**src/rtl/instr_fetch_unit.sv**
```systemverilog
// Fetch stage: owns the PC, issues in-order word fetches under a credit limit,
// buffers responses in a small FIFO and hands {instruction, pc} to decode.
module instr_fetch_unit #(
  parameter logic [31:0] RESET_PC = 32'h0000_0000,
  parameter int          DEPTH    = 2
) (
  input  logic        CLK,
  input  logic        RESET_N,
  output logic        IMEM_REQ,
  output logic [31:0] IMEM_ADDR,
  input  logic        IMEM_GNT,
  input  logic        IMEM_RVALID,
  input  logic [31:0] IMEM_RDATA,
  output logic        INSTR_VALID,
  output logic [31:0] INSTRUCTION,
  output logic [31:0] INSTR_PC,
  input  logic        INSTR_READY,
  input  logic        REDIRECT,
  input  logic [31:0] REDIRECT_PC
);

  localparam int AW = $clog2(DEPTH);
  localparam int CW = $clog2(DEPTH + 1);

  typedef logic [AW-1:0] ptr_t;
  typedef logic [CW-1:0] cnt_t;

  logic        run;
  logic [31:0] pc;
  cnt_t        outstanding;
  cnt_t        discard;
  cnt_t        fifo_count;

  logic [31:0] ifq_pc [DEPTH];
  ptr_t        ifq_wr;
  ptr_t        ifq_rd;

  logic [31:0] fifo_data [DEPTH];
  logic [31:0] fifo_pc   [DEPTH];
  ptr_t        fifo_wr;
  ptr_t        fifo_rd;

  logic [CW:0] credit_used;
  logic        grant;
  logic        rsp;
  logic        keep;
  logic        pop;

  // Handshakes: a request transfers when IMEM_REQ & IMEM_GNT on a rising edge;
  // a word to decode transfers when INSTR_VALID & INSTR_READY on a rising edge.
  assign credit_used = {1'b0, outstanding} + {1'b0, fifo_count};
  assign IMEM_REQ    = run && !REDIRECT && (credit_used < (CW + 1)'(DEPTH));
  assign IMEM_ADDR   = pc;

  assign grant = IMEM_REQ && IMEM_GNT;
  assign rsp   = IMEM_RVALID && (outstanding != '0);
  assign keep  = rsp && (discard == '0);
  assign pop   = INSTR_VALID && INSTR_READY;

  assign INSTR_VALID = (fifo_count != '0);
  assign INSTRUCTION = fifo_data[fifo_rd];
  assign INSTR_PC    = fifo_pc[fifo_rd];

  always_ff @(posedge CLK or negedge RESET_N) begin
    if (!RESET_N) begin
      run         <= 1'b0;
      pc          <= RESET_PC;
      outstanding <= '0;
      discard     <= '0;
      fifo_count  <= '0;
      ifq_wr      <= '0;
      ifq_rd      <= '0;
      fifo_wr     <= '0;
      fifo_rd     <= '0;
      for (int i = 0; i < DEPTH; i++) begin
        ifq_pc[i]    <= '0;
        fifo_data[i] <= '0;
        fifo_pc[i]   <= '0;
      end
    end else begin
      run         <= 1'b1;
      outstanding <= outstanding + cnt_t'(grant) - cnt_t'(rsp);
      if (grant) begin
        pc             <= pc + 32'd4;
        ifq_pc[ifq_wr] <= pc;
        ifq_wr         <= ifq_wr + ptr_t'(1);
      end
      // The in-flight PC queue keeps popping across redirects so it stays
      // aligned with the responses that are still on their way back.
      if (rsp) begin
        ifq_rd <= ifq_rd + ptr_t'(1);
      end
      if (REDIRECT) begin
        pc         <= {REDIRECT_PC[31:2], 2'b00};
        fifo_rd    <= fifo_wr;
        fifo_count <= '0;
        discard    <= outstanding - cnt_t'(rsp);
      end else begin
        if (rsp && (discard != '0)) begin
          discard <= discard - cnt_t'(1);
        end
        if (keep) begin
          fifo_data[fifo_wr] <= IMEM_RDATA;
          fifo_pc[fifo_wr]   <= ifq_pc[ifq_rd];
          fifo_wr            <= fifo_wr + ptr_t'(1);
        end
        if (pop) begin
          fifo_rd <= fifo_rd + ptr_t'(1);
        end
        fifo_count <= fifo_count + cnt_t'(keep) - cnt_t'(pop);
      end
    end
  end

  // A response with nothing outstanding breaks the memory protocol; it is ignored.
  always_ff @(posedge CLK) begin
    if (RESET_N) begin
      assert (!(IMEM_RVALID && (outstanding == '0)))
        else $error("instr_fetch_unit: IMEM_RVALID with no outstanding request");
    end
  end

endmodule

```
**config.mk**
```make
export PLATFORM = sky130hd
export DESIGN_NAME = instr_fetch_unit
export DESIGN_NICKNAME = d
export VERILOG_FILES = /design/src/rtl/instr_fetch_unit.sv
export SDC_FILE = /design/constraint.sdc
export NUM_CORES = 1
export LEC_CHECK = 0
export BUFFER_PORTS_ARGS = -buffer_cell sky130_fd_sc_hd__buf_2
export CAP_MARGIN = 20
export CORE_UTILIZATION = 40
export CTS_CLUSTER_SIZE = 14
export DETAILED_ROUTE_END_ITERATION = 7
export GPL_TIMING_DRIVEN = 0
export PLACE_DENSITY = 0.65
export SYNTH_ARGS = -nofsm -noshare
export SYNTH_HDL_FRONTEND = slang
export SYNTH_SLANG_ARGS = --single-unit
```
**constraint.sdc**
```tcl
create_clock -name CLK -period 3.3 [get_ports CLK]
set_clock_uncertainty 0.2 [all_clocks]
set_input_delay 0.33 -clock CLK [delete_from_list [all_inputs] [get_ports CLK]]
set_output_delay 0.33 -clock CLK [all_outputs]
set_load 0.05 [all_outputs]
```
; ---- Word level (Yosys, flattened, before mapping)
; Index checks and enable logic that the tools add are counted.
[totals]
reg_bits = 235
in_bits = 70
output_inout_bits = 98
word_cells = 80
[classes]
add_sub_neg = 12
order_cmp = 7
muxes = 23
bitwise = 5
n_reduce_logical = 18
[ops]
columns = operator, count
row1 = 32-bit two-way mux, 13
row2 = 64-bit bitwise mux, 3
row3 = 32-bit demux with 1-bit select, 2
row4 = "32-bit by 3-bit adder with 32-bit output, second input constant", 1
row5 = 2-bit nonzero test, 6
row6 = 1-bit logical AND, 9
row7 = "2-bit greater-or-equal comparator, second input constant", 4
row8 = 1-bit NOT with 2-bit output, 4
row9 = 2-bit two-way mux, 3
row10 = 2-bit by 1-bit subtractor with 2-bit output, 3
row11 = "1-bit adder, second input constant", 4
row12 = 2-bit by 1-bit adder with 2-bit output, 2
row13 = "2-bit by 1-bit less-than comparator with 1-bit output, second input constant", 2
row14 = 2-bit by 2-bit adder with 3-bit output, 1
row15 = "3-bit by 2-bit less-than comparator with 1-bit output, second input constant", 1
row16 = 2-bit zero test, 1
row17 = 1-bit two-way mux, 2
row18 = 2-bit AND reduction, 1
row19 = "2-bit by 1-bit subtractor with 2-bit output, second input constant", 1
row20 = 1-bit zero test, 1
row21 = 1-bit NOT, 1

; ---- Logic depth before layout (Yosys ltp)
; Gate-level depths: netlist of the first run.
[depth]
word_depth = 6
depth_mapped = 11
depth_no_buf = 11

; ---- Least setup slack after synthesis of the first run
; No wires, ideal clock.
[synth_timing]
kind = register to register
from = reg outstanding[0]
to = reg outstanding[1]
setup_ns = 0.126
arrival_time_ns = 3.146
required_time_ns = 2.974
setup_slack_ns = -0.172
path_stages_with_launch = 12
path_buffers = 0
period_less_slack_ns = 3.472
cell_sequence = dfrtp_1 inv_1 nor2_1 fa_1 nor4b_2 and2_1 inv_1 ha_1 inv_1 ha_1 xnor2_1 xnor2_1
[synth_between]
elab_chain_len = 6
word_cells_on_any_way = 8
cone_classes = add/sub: 3 / order compare: 1 / reduce/logical: 4
[synth_lines]
columns = element, line_no
row1 = "start, declared", 30  ; cnt_t outstanding;
row2 = "start signal, assigned", 82  ; outstanding <= outstanding + cnt_t'(grant) - cnt_t'(rsp);
row3 = 2-bit by 2-bit adder with 3-bit output, 51  ; assign credit_used = {1'b0, outstanding} + {1'b0, fifo_count};
row4 = 3-bit by 2-bit less-than comparator with 1-bit output, 52  ; assign IMEM_REQ = run && !REDIRECT && (credit_used < (CW + 1)'(DEPTH));
row5 = 1-bit logical AND, 52
row6 = via IMEM_REQ, 9  ; output logic IMEM_REQ,
row7 = 1-bit logical AND, 55  ; assign grant = IMEM_REQ && IMEM_GNT;
row8 = 2-bit by 1-bit adder with 2-bit output, 82
row9 = 2-bit by 1-bit subtractor with 2-bit output, 82
; The timed path passes the listed nets, and every way through them passes these cells.
; A chain may end at the register's enable or synchronous reset.

; ---- Final worst setup path of the first run
[layout_timing]
from = reg fifo_rd
to = out INSTR_PC[26]
[layout_between]
elab_chain_len = 4
[layout_lines]
columns = element, line_no
row1 = "start, declared", 41  ; ptr_t fifo_rd;
row2 = "start signal, assigned", 95  ; fifo_rd <= fifo_wr;
row3 = "start signal, assigned", 108  ; fifo_rd <= fifo_rd + ptr_t'(1);
row4 = 1-bit NOT with 2-bit output (implied by the code), 62  ; assign INSTR_PC = fifo_pc[fifo_rd];
row5 = 32-bit two-way mux (implied by the code) (3 in a row), 62
row6 = "end, declared", 16  ; output logic [31:0] INSTR_PC,
; Every way passes these cells. The select of a mux whose other input is x is not followed.

==> impl_metrics.ini, run 1 <==
[power]
p_sw_frac = 0.412
powerDensity_nw_per_um2 = 1000
p_seq_frac = 0.351
p_clk_frac = 0.211
switchingPower_mw = 5.28
p_leak_nw = 6.05
finalPower_mw = 12.8
vdd_drop_max_uv = 576
internal-power_mw = 7.53
p_comb_frac = 0.438

[cts]
cts_num_sinks = 225
cts_tree = built
h-tree-depth = 1
clk_latency_ns = 0.52
post_cts_buffers = 0
cts_root_buf = clkbuf_16
cts_buffers = 26
path_clk_slew_ns = 0.06
cts_buffer_depth = 3

[synthesis]
ys_seq_area_frac = 0.561
async_flop_share = 1.00
ys_types = 43
synth_top_cell_by_area = dfrtp_1
ys_ff_latch = 225
syn_inst = 821
yosys-top-cells-area = dfrtp_1 56%, mux2_2 21%, mux2i_1 3.2%
syn_area_sq_um = 10000
synth_edf_count = 0
synthFlopType = dfrtp_1
yosysWarnings = 0
synth_top_area_share = 0.561
avgSynthCellArea_sq_um = 12.2

[final_layout]
final_area_sq_um = 12800
drive_above_1_share = 0.380
layout.nets = 1155
area_growth_pct = 27.0
diodes = 0
postLayoutCoreUtil = 0.522

[global_routing]
grt_use_met1 = 0.271
grt_remaining_overflow = 0
grt.total_usage = 0.195
grt_use_met3 = 0.0279
grt_pass1_vias = 7426
grt_pass1_wl_microns = 40000
grt.met2_usage = 0.320
antenna_found_initial = 0
busiest_layer = met2
grt_max_degree = 117

[setup_path]
reg2reg_depth = 11
cp.arrival_ns = 2.52
reg2reg_to = outstanding[1]$_DFF_PN0_
worst-setup-path-type = reg -> out
r2r_setup_slack_ns = 0.30
r2r-start = outstanding[0]$_DFF_PN0_
worstPathRequired_ns = 2.77
cpMaxStageDelayCell = buf_1
crit_path_end_kind = output pin
cp-start-kind = register
slowest_delay_ns = 0.59
cp_cell_sequence = clkbuf_1 > buf_1 > mux2_2 > buf_2
path_max_fanout = 10

[floorplanning]
core_sq_um = 24500
die_x_microns = 160
die-area_sq_um = 25700
rows = 57
start_util = 0.411
io_pins = 168
die_h_microns = 160

[placement]
port_buffers = 161
place_hpwl_microns = 16500
globalplace.congestion = 0.778
pre_cts_ws_ns = 0.0282
postPlaceCellArea_sq_um = 11300

[sta]
clock.fmax_mhz = 328
fin_ws_ns = 0.250
setup_viol = 0
fin_tns_setup_ns = 0
drv_slew = 0
tightest_slew_ns = 0.867
hold_viol_final = 0
fin_crit_sh = 0.924
rsz0062_at_grt = no
slew_headroom = 0.422
min_period_ns = 3.05

[worst_hold_path]
worstHoldStart = REDIRECT
hold_end = fifo_wr$_DFFE_PN0N_
hold-path-cell-count = 3
worstHoldPathType = in -> reg

[drt]
wl_per_cell_microns = 17.2
detail-route-antenna-nets = 0
drt_iter0_drc = 393
drt-total-wl_microns = 24400
num_vias = 7070
viasPerCell = 4.98
drc = 0
dr.pass1.iters = 7

[job]
cap_violations = 0

[run_status]
status = finished clean
registers in the layout, summed over array words and instances (netlist names):
| register | cells |
|---|---|
| fifo_wr | 1 |
| fifo_pc | 60 |
| IMEM_ADDR | 30 |
| fifo_count | 2 |
| fifo_data | 64 |
| outstanding | 2 |
| ifq_wr | 1 |
| fifo_rd | 1 |
| ifq_rd | 1 |
| run | 1 |
| discard | 2 |
| ifq_pc | 60 |
area by class of cell:
| class | instances | area, sq um |
|---|---|---|
| Clock inverter | 8 | 40.0 |
| Inverter | 11 | 41.3 |
| Buffer | 53 | 236 |
| Sequential cell | 225 | 5630 |
| Multi-Input combinational cell | 535 | 4160 |
| Clock buffer | 38 | 767 |
| Fill cell | 2157 | 11700 |
| Tap cell | 324 | 405 |
| Timing Repair Buffer | 225 | 1470 |
what timing repair did:
| item | 4_1_cts | 5_1_grt |
|---|---|---|
| hold buffers | 63 | 0 |
| resized for setup | 0 | 2 |
| endpoints found under the hold margin | 203 | 0 |
| setup endpoints to repair | 0 | 2 |
critical path: cells and delay by family, from the launching register on:
| kind | cells | cell delay (ns) |
|---|---|---|
| buffers and inverters | 3 | 1.25 |
| muxes | 1 | 0.43 |
| DFF | 1 | 0.32 |
kinds of logic (layout without fill, tap and decap cells):
group                    count (synthesis)  in the layout  share of synthesized area
AO/OA/AOI/OAI                           99             99                     0.0519
flip-flops                             225            225                      0.561
buffers and inverters                   64            335                     0.0275
adder cells (fa/ha/maj)                  8              8                     0.0107
other                                    2              5                   0.000748
AND/OR/NAND/NOR                        174            174                     0.0813
multiplexers                           217            217                      0.239
XOR/XNOR                                32             32                     0.0279
metrics by stage:
stage / std cells / hold slack [ns]
after floorplan: 824 / -0.166
after global placement: 1309 / 0.256
after detailed placement: 1310 / 0.258
after CTS: 1419 / 0.0140
after global routing: 1419 / 0.0589
final: 1419 / 0.0414
how the worst max path moves through the flow:
stage | to | slack [ns] | cells after the start | startpoint
6_report | INSTR_PC[26] | 0.25 | 4 | fifo_rd$_DFFE_PN0P_
4_1_cts | IMEM_ADDR[23]$_DFFE_PN0P_ | 0.003 | 9 | outstanding[0]$_DFF_PN0_
5_1_grt | INSTR_PC[26] | 0.07 | 4 | fifo_rd$_DFFE_PN0P_
3_3_place_gp | fifo_data[16]$_DFFE_PN0P_ | -2.29 | 1 | RESET_N
2_1_floorplan | outstanding[1]$_DFF_PN0_ | 0.15 | 11 | outstanding[0]$_DFF_PN0_
3_5_place_dp | IMEM_ADDR[23]$_DFFE_PN0P_ | 0.03 | 9 | outstanding[0]$_DFF_PN0_
power by group through the flow:
stage / sequential (mW) / combinational, mW / clock, mW
floorplan: 4.50 / 4.31 / 0
global placement: 4.49 / 5.52 / 0
detailed placement: 4.54 / 5.59 / 0
CTS: 4.50 / 5.68 / 2.77
global route: 4.64 / 6.02 / 2.89
finish: 4.49 / 5.62 / 2.70
layer usage:
metal  part of all wire  wire [microns]
met1               0.47           11400
met2               0.46           11300
met3              0.048            1180
met4              0.021             507
met5                  0               0
synth_stat cells (3+ instances only):
| library cell | count |
|---|---|
| inv_1 | 11 |
| a21oi_1 | 32 |
| ha_1 | 7 |
| nor2b_1 | 3 |
| buf_4 | 4 |
| mux2_2 | 185 |
| nand3_1 | 9 |
| o21ai_0 | 58 |
| clkbuf_1 | 21 |
| buf_1 | 11 |
| buf_2 | 16 |
| nand2_1 | 80 |
| nor2_1 | 47 |
| nor3_1 | 6 |
| xnor2_1 | 14 |
| mux2i_1 | 32 |
| dfrtp_1 | 225 |
| nand4_1 | 13 |
| xor2_1 | 18 |
placed cells by master (no fill, tap or decap), types with 7 or more instances in the layout:
cell type / count
clkinv_2: 8
nand4_1: 13
inv_1: 11
a21oi_1: 32
xnor2_1: 14
buf_2: 176
nand2_1: 80
buf_1: 10
nand3_1: 9
nor2_1: 47
o21ai_0: 58
ha_1: 7
clkbuf_16: 27
mux2i_1: 32
mux2_2: 185
clkbuf_1: 27
dlygate4sd3_1: 63
xor2_1: 18
dfrtp_1: 225
No activity file was read; power rests on OpenSTA's default activity.
==> run 2, diff against run 1 <==
--- a/config.mk
+++ b/config.mk
@@ -5,13 +5,16 @@
 export SDC_FILE = /design/constraint.sdc
 export NUM_CORES = 1
 export LEC_CHECK = 0
+export ABC_AREA = 1
 export BUFFER_PORTS_ARGS = -buffer_cell sky130_fd_sc_hd__buf_2
 export CAP_MARGIN = 20
-export CORE_UTILIZATION = 40
+export CELL_PAD_IN_SITES_DETAIL_PLACEMENT = 0
+export CELL_PAD_IN_SITES_GLOBAL_PLACEMENT = 1
+export CORE_UTILIZATION = 42
 export CTS_CLUSTER_SIZE = 14
 export DETAILED_ROUTE_END_ITERATION = 7
 export GPL_TIMING_DRIVEN = 0
-export PLACE_DENSITY = 0.65
+export PLACE_DENSITY = 0.85
 export SYNTH_ARGS = -nofsm -noshare
 export SYNTH_HDL_FRONTEND = slang
 export SYNTH_SLANG_ARGS = --single-unit
==> run 2 against run 1 <==
Net effect:
- area after synthesis is 7.1% higher
- critical path depth is 1 higher
- sequential share of layout area is 2.3 points lower
- sequential power is 2% higher
- non-clock buffer count is 22 higher
- largest cell class unchanged
- critical path type unchanged
- utilization is 1.3 points higher
- synthesized cell count is 68% higher
- flip-flop and latch count stayed put
- worst hold slack worse by 0.0018 ns
- critical endpoint is now INSTR_PC[29]
- first-iteration DRC count is 58% higher
==> impl_metrics.ini, run 2 <==
[run_status]
status = finished clean

[synthesis]
avgSynthCellArea_sq_um = 7.81
ys_types = 33
syn_area_sq_um = 10800
yosys-top-cells-area = dfrtp_1 52%, nand2_1 21%, o21ai_0 5.3%
yosys-top-cells-count = 604 x nand2_1, 225 x dfrtp_1, 128 x inv_1, 114 x o21ai_0, 73 x o21ai_1
synth-simple-area-share = 0.259
yosysWarnings = 0
ys_seq_area_frac = 0.523
synth_top_area_share = 0.523
ys_ff_latch = 225
syn_inst = 1378
synth-xor-area-share = 0.0106
synth_top_cell_by_area = dfrtp_1
synth_mux_area_frac = 0
synth_most_common_cell = nand2_1
synth_edf_count = 0
synth_top_family_by_area = simple AND/OR/NAND/NOR gates
async_flop_share = 1.00
yosys.area_share.adder = 0.0100
synth_compound_area_frac = 0.112
synthFlopType = dfrtp_1

[setup_path]
cp_common_cell = clkbuf_1
cp-start-kind = register
r2r-start = outstanding[0]$_DFF_PN0_
worst-setup-path-type = reg -> out
reg2reg_depth = 10
crit_path_end_kind = output pin
slowest_delay_ns = 0.52
cp_cell_sequence = clkbuf_1 > clkbuf_1 > nand2_1 > o21ai_0 > buf_2
cp.arrival_ns = 2.38
cp-startpoint = fifo_rd$_DFFE_PN0P_
path_max_fanout = 10
cpMaxStageDelayCell = clkbuf_1
r2r_setup_slack_ns = 0.55
reg2reg_to = IMEM_ADDR[26]$_DFFE_PN0P_
worstPathRequired_ns = 2.77

[power]
p_sw_frac = 0.460
powerDensity_nw_per_um2 = 966
p_leak_nw = 7.03
p_seq_frac = 0.353
p_comb_frac = 0.448
switchingPower_mw = 5.98
vdd_drop_max_uv = 620
finalPower_mw = 13.0
internal-power_mw = 7.03
p_clk_frac = 0.198

[drt]
drt_iter0_drc = 622
num_vias = 9458
detail-route-antenna-nets = 0
dr.pass1.iters = 5
drt-total-wl_microns = 28400
drc = 0
viasPerCell = 4.77
wl_per_cell_microns = 14.3

[floorplanning]
rows = 58
start_util = 0.427
core_sq_um = 25200
die-area_sq_um = 26300
io_pins = 168
die_x_microns = 162
die_h_microns = 162

[global_routing]
antenna_found_initial = 0
grt_pass1_vias = 8973
grt_pass1_wl_microns = 46300
grt.total_usage = 0.221
grt_max_degree = 82
grt_remaining_overflow = 0

[sta]
fin_tns_setup_ns = 0
slew_headroom = 0.575
whs_ns = 0.0396
setup_viol = 0
hold_viol_final = 0
drv_slew = 0
clock.fmax_mhz = 344
fin_crit_sh = 0.880
min_period_ns = 2.91
rsz0062_at_grt = no
tightest_slew_ns = 0.638

[final_layout]
largest_register_ffs = 64
diodes = 0
area_growth_pct = 25.2
reg_top3 = fifo_data: 64 flops, fifo_pc: 60 flops, ifq_pc: 60 flops
final_area_sq_um = 13500
drive_above_1_share = 0.160
final_common_cell = nand2_1
top_register = fifo_data
layout.nets = 1715
final_cell_mix = 604 x nand2_1, 225 x dfrtp_1, 170 x buf_2
postLayoutCoreUtil = 0.535

[cts]
cts_num_sinks = 225
cts_root_buf = clkbuf_16
path_clk_slew_ns = 0.06
cts_resized = 0
h-tree-depth = 1
clk_latency_ns = 0.52
cts_buffers = 25
cts_tree = built
cts_buffer_depth = 3

[worst_hold_path]
hold-path-cell-count = 5
hold_end = IMEM_ADDR[20]$_DFFE_PN0P_
worstHoldStart = REDIRECT
worstHoldPathType = in -> reg

[placement]
place_hpwl_microns = 19500
postPlaceCellArea_sq_um = 12000
port_buffers = 160
globalplace.congestion = 0.858

[job]
cap_violations = 0
run 2: cell types whose count changed after synthesis, moves of 12 or more:
cell,before,now
nand2_1,80,604
mux2_2,185,0
inv_1,11,128
o21ai_1,1,73
o21ai_0,58,114
nand3_1,9,46
mux2i_1,32,0
a21oi_1,32,1
o21ai_2,0,24
buf_6,0,13
nand4_1,13,1
run 2: final cells by class:
type	instances	area [sq um]
repair buffers	229	1540
inverters	132	495
clock buffers	37	701
fillers	2470	11700
well taps	330	413
multi-input cells	953	4230
flip-flops and latches	225	5630
clock inverters	4	45.0
plain buffers	71	417
run 2: critical path, delay by kind of cell (launching register included):
| kind | cells | cell delay [ns] |
|---|---|---|
| simple gates | 1 | 0.09 |
| compound gates | 1 | 0.14 |
| flops | 1 | 0.37 |
| buf+inv | 3 | 1.27 |
run 2: per-stage QoR:
stage                     worst slack (ns)  instances
after global placement               -2.23       1871
after CTS                            0.328       1981
after global routing                 0.200       1981
after detailed placement             0.567       1873
final                                0.394       1981
after floorplan                       1.06       1381
run 2: worst max path at each step:
stage / endpoint / slack, ns / cells after the start
floorplan: ifq_pc[34]$_DFFE_PN0P_ / 1.06 / 10
global placement: IMEM_ADDR[27]$_DFFE_PN0P_ / -2.23 / 1
detailed placement: IMEM_ADDR[26]$_DFFE_PN0P_ / 0.57 / 10
CTS: INSTR_PC[22] / 0.33 / 5
global route: INSTR_PC[29] / 0.20 / 5
finish: INSTR_PC[29] / 0.39 / 5
run 2: kinds of logic after synthesis:
group,after synthesis
other,2
XOR/XNOR,13
flip-flops,225
AO/OA/AOI/OAI,219
buffers and inverters,203
AND/OR/NAND/NOR,708
adder cells (fa/ha/maj),8
run 2: power by group through the flow:
stage	clock network (mW)	logic, mW	registers [mW]
5_1_grt	2.75	6.43	4.75
6_report	2.58	5.83	4.60
3_5_place_dp	0	5.80	4.62
3_3_place_gp	0	5.71	4.60
2_1_floorplan	0	4.14	4.74
4_1_cts	2.64	5.88	4.59
run 2: per-layer routing:
layer / share of wire / vias up / GRT usage
met5: 0 / - / 0
met4: 0.016 / 0 / 0.0433
met3: 0.049 / 31 / 0.0281
met2: 0.47 / 242 / 0.364
met1: 0.47 / 4400 / 0.312
li1: - / 4785 / -
run 2: what timing repair did:
action / in CTS / in global routing
setup buffers: 0 / 0
hold buffers: 67 / 0
endpoints found under the hold margin: 163 / 0
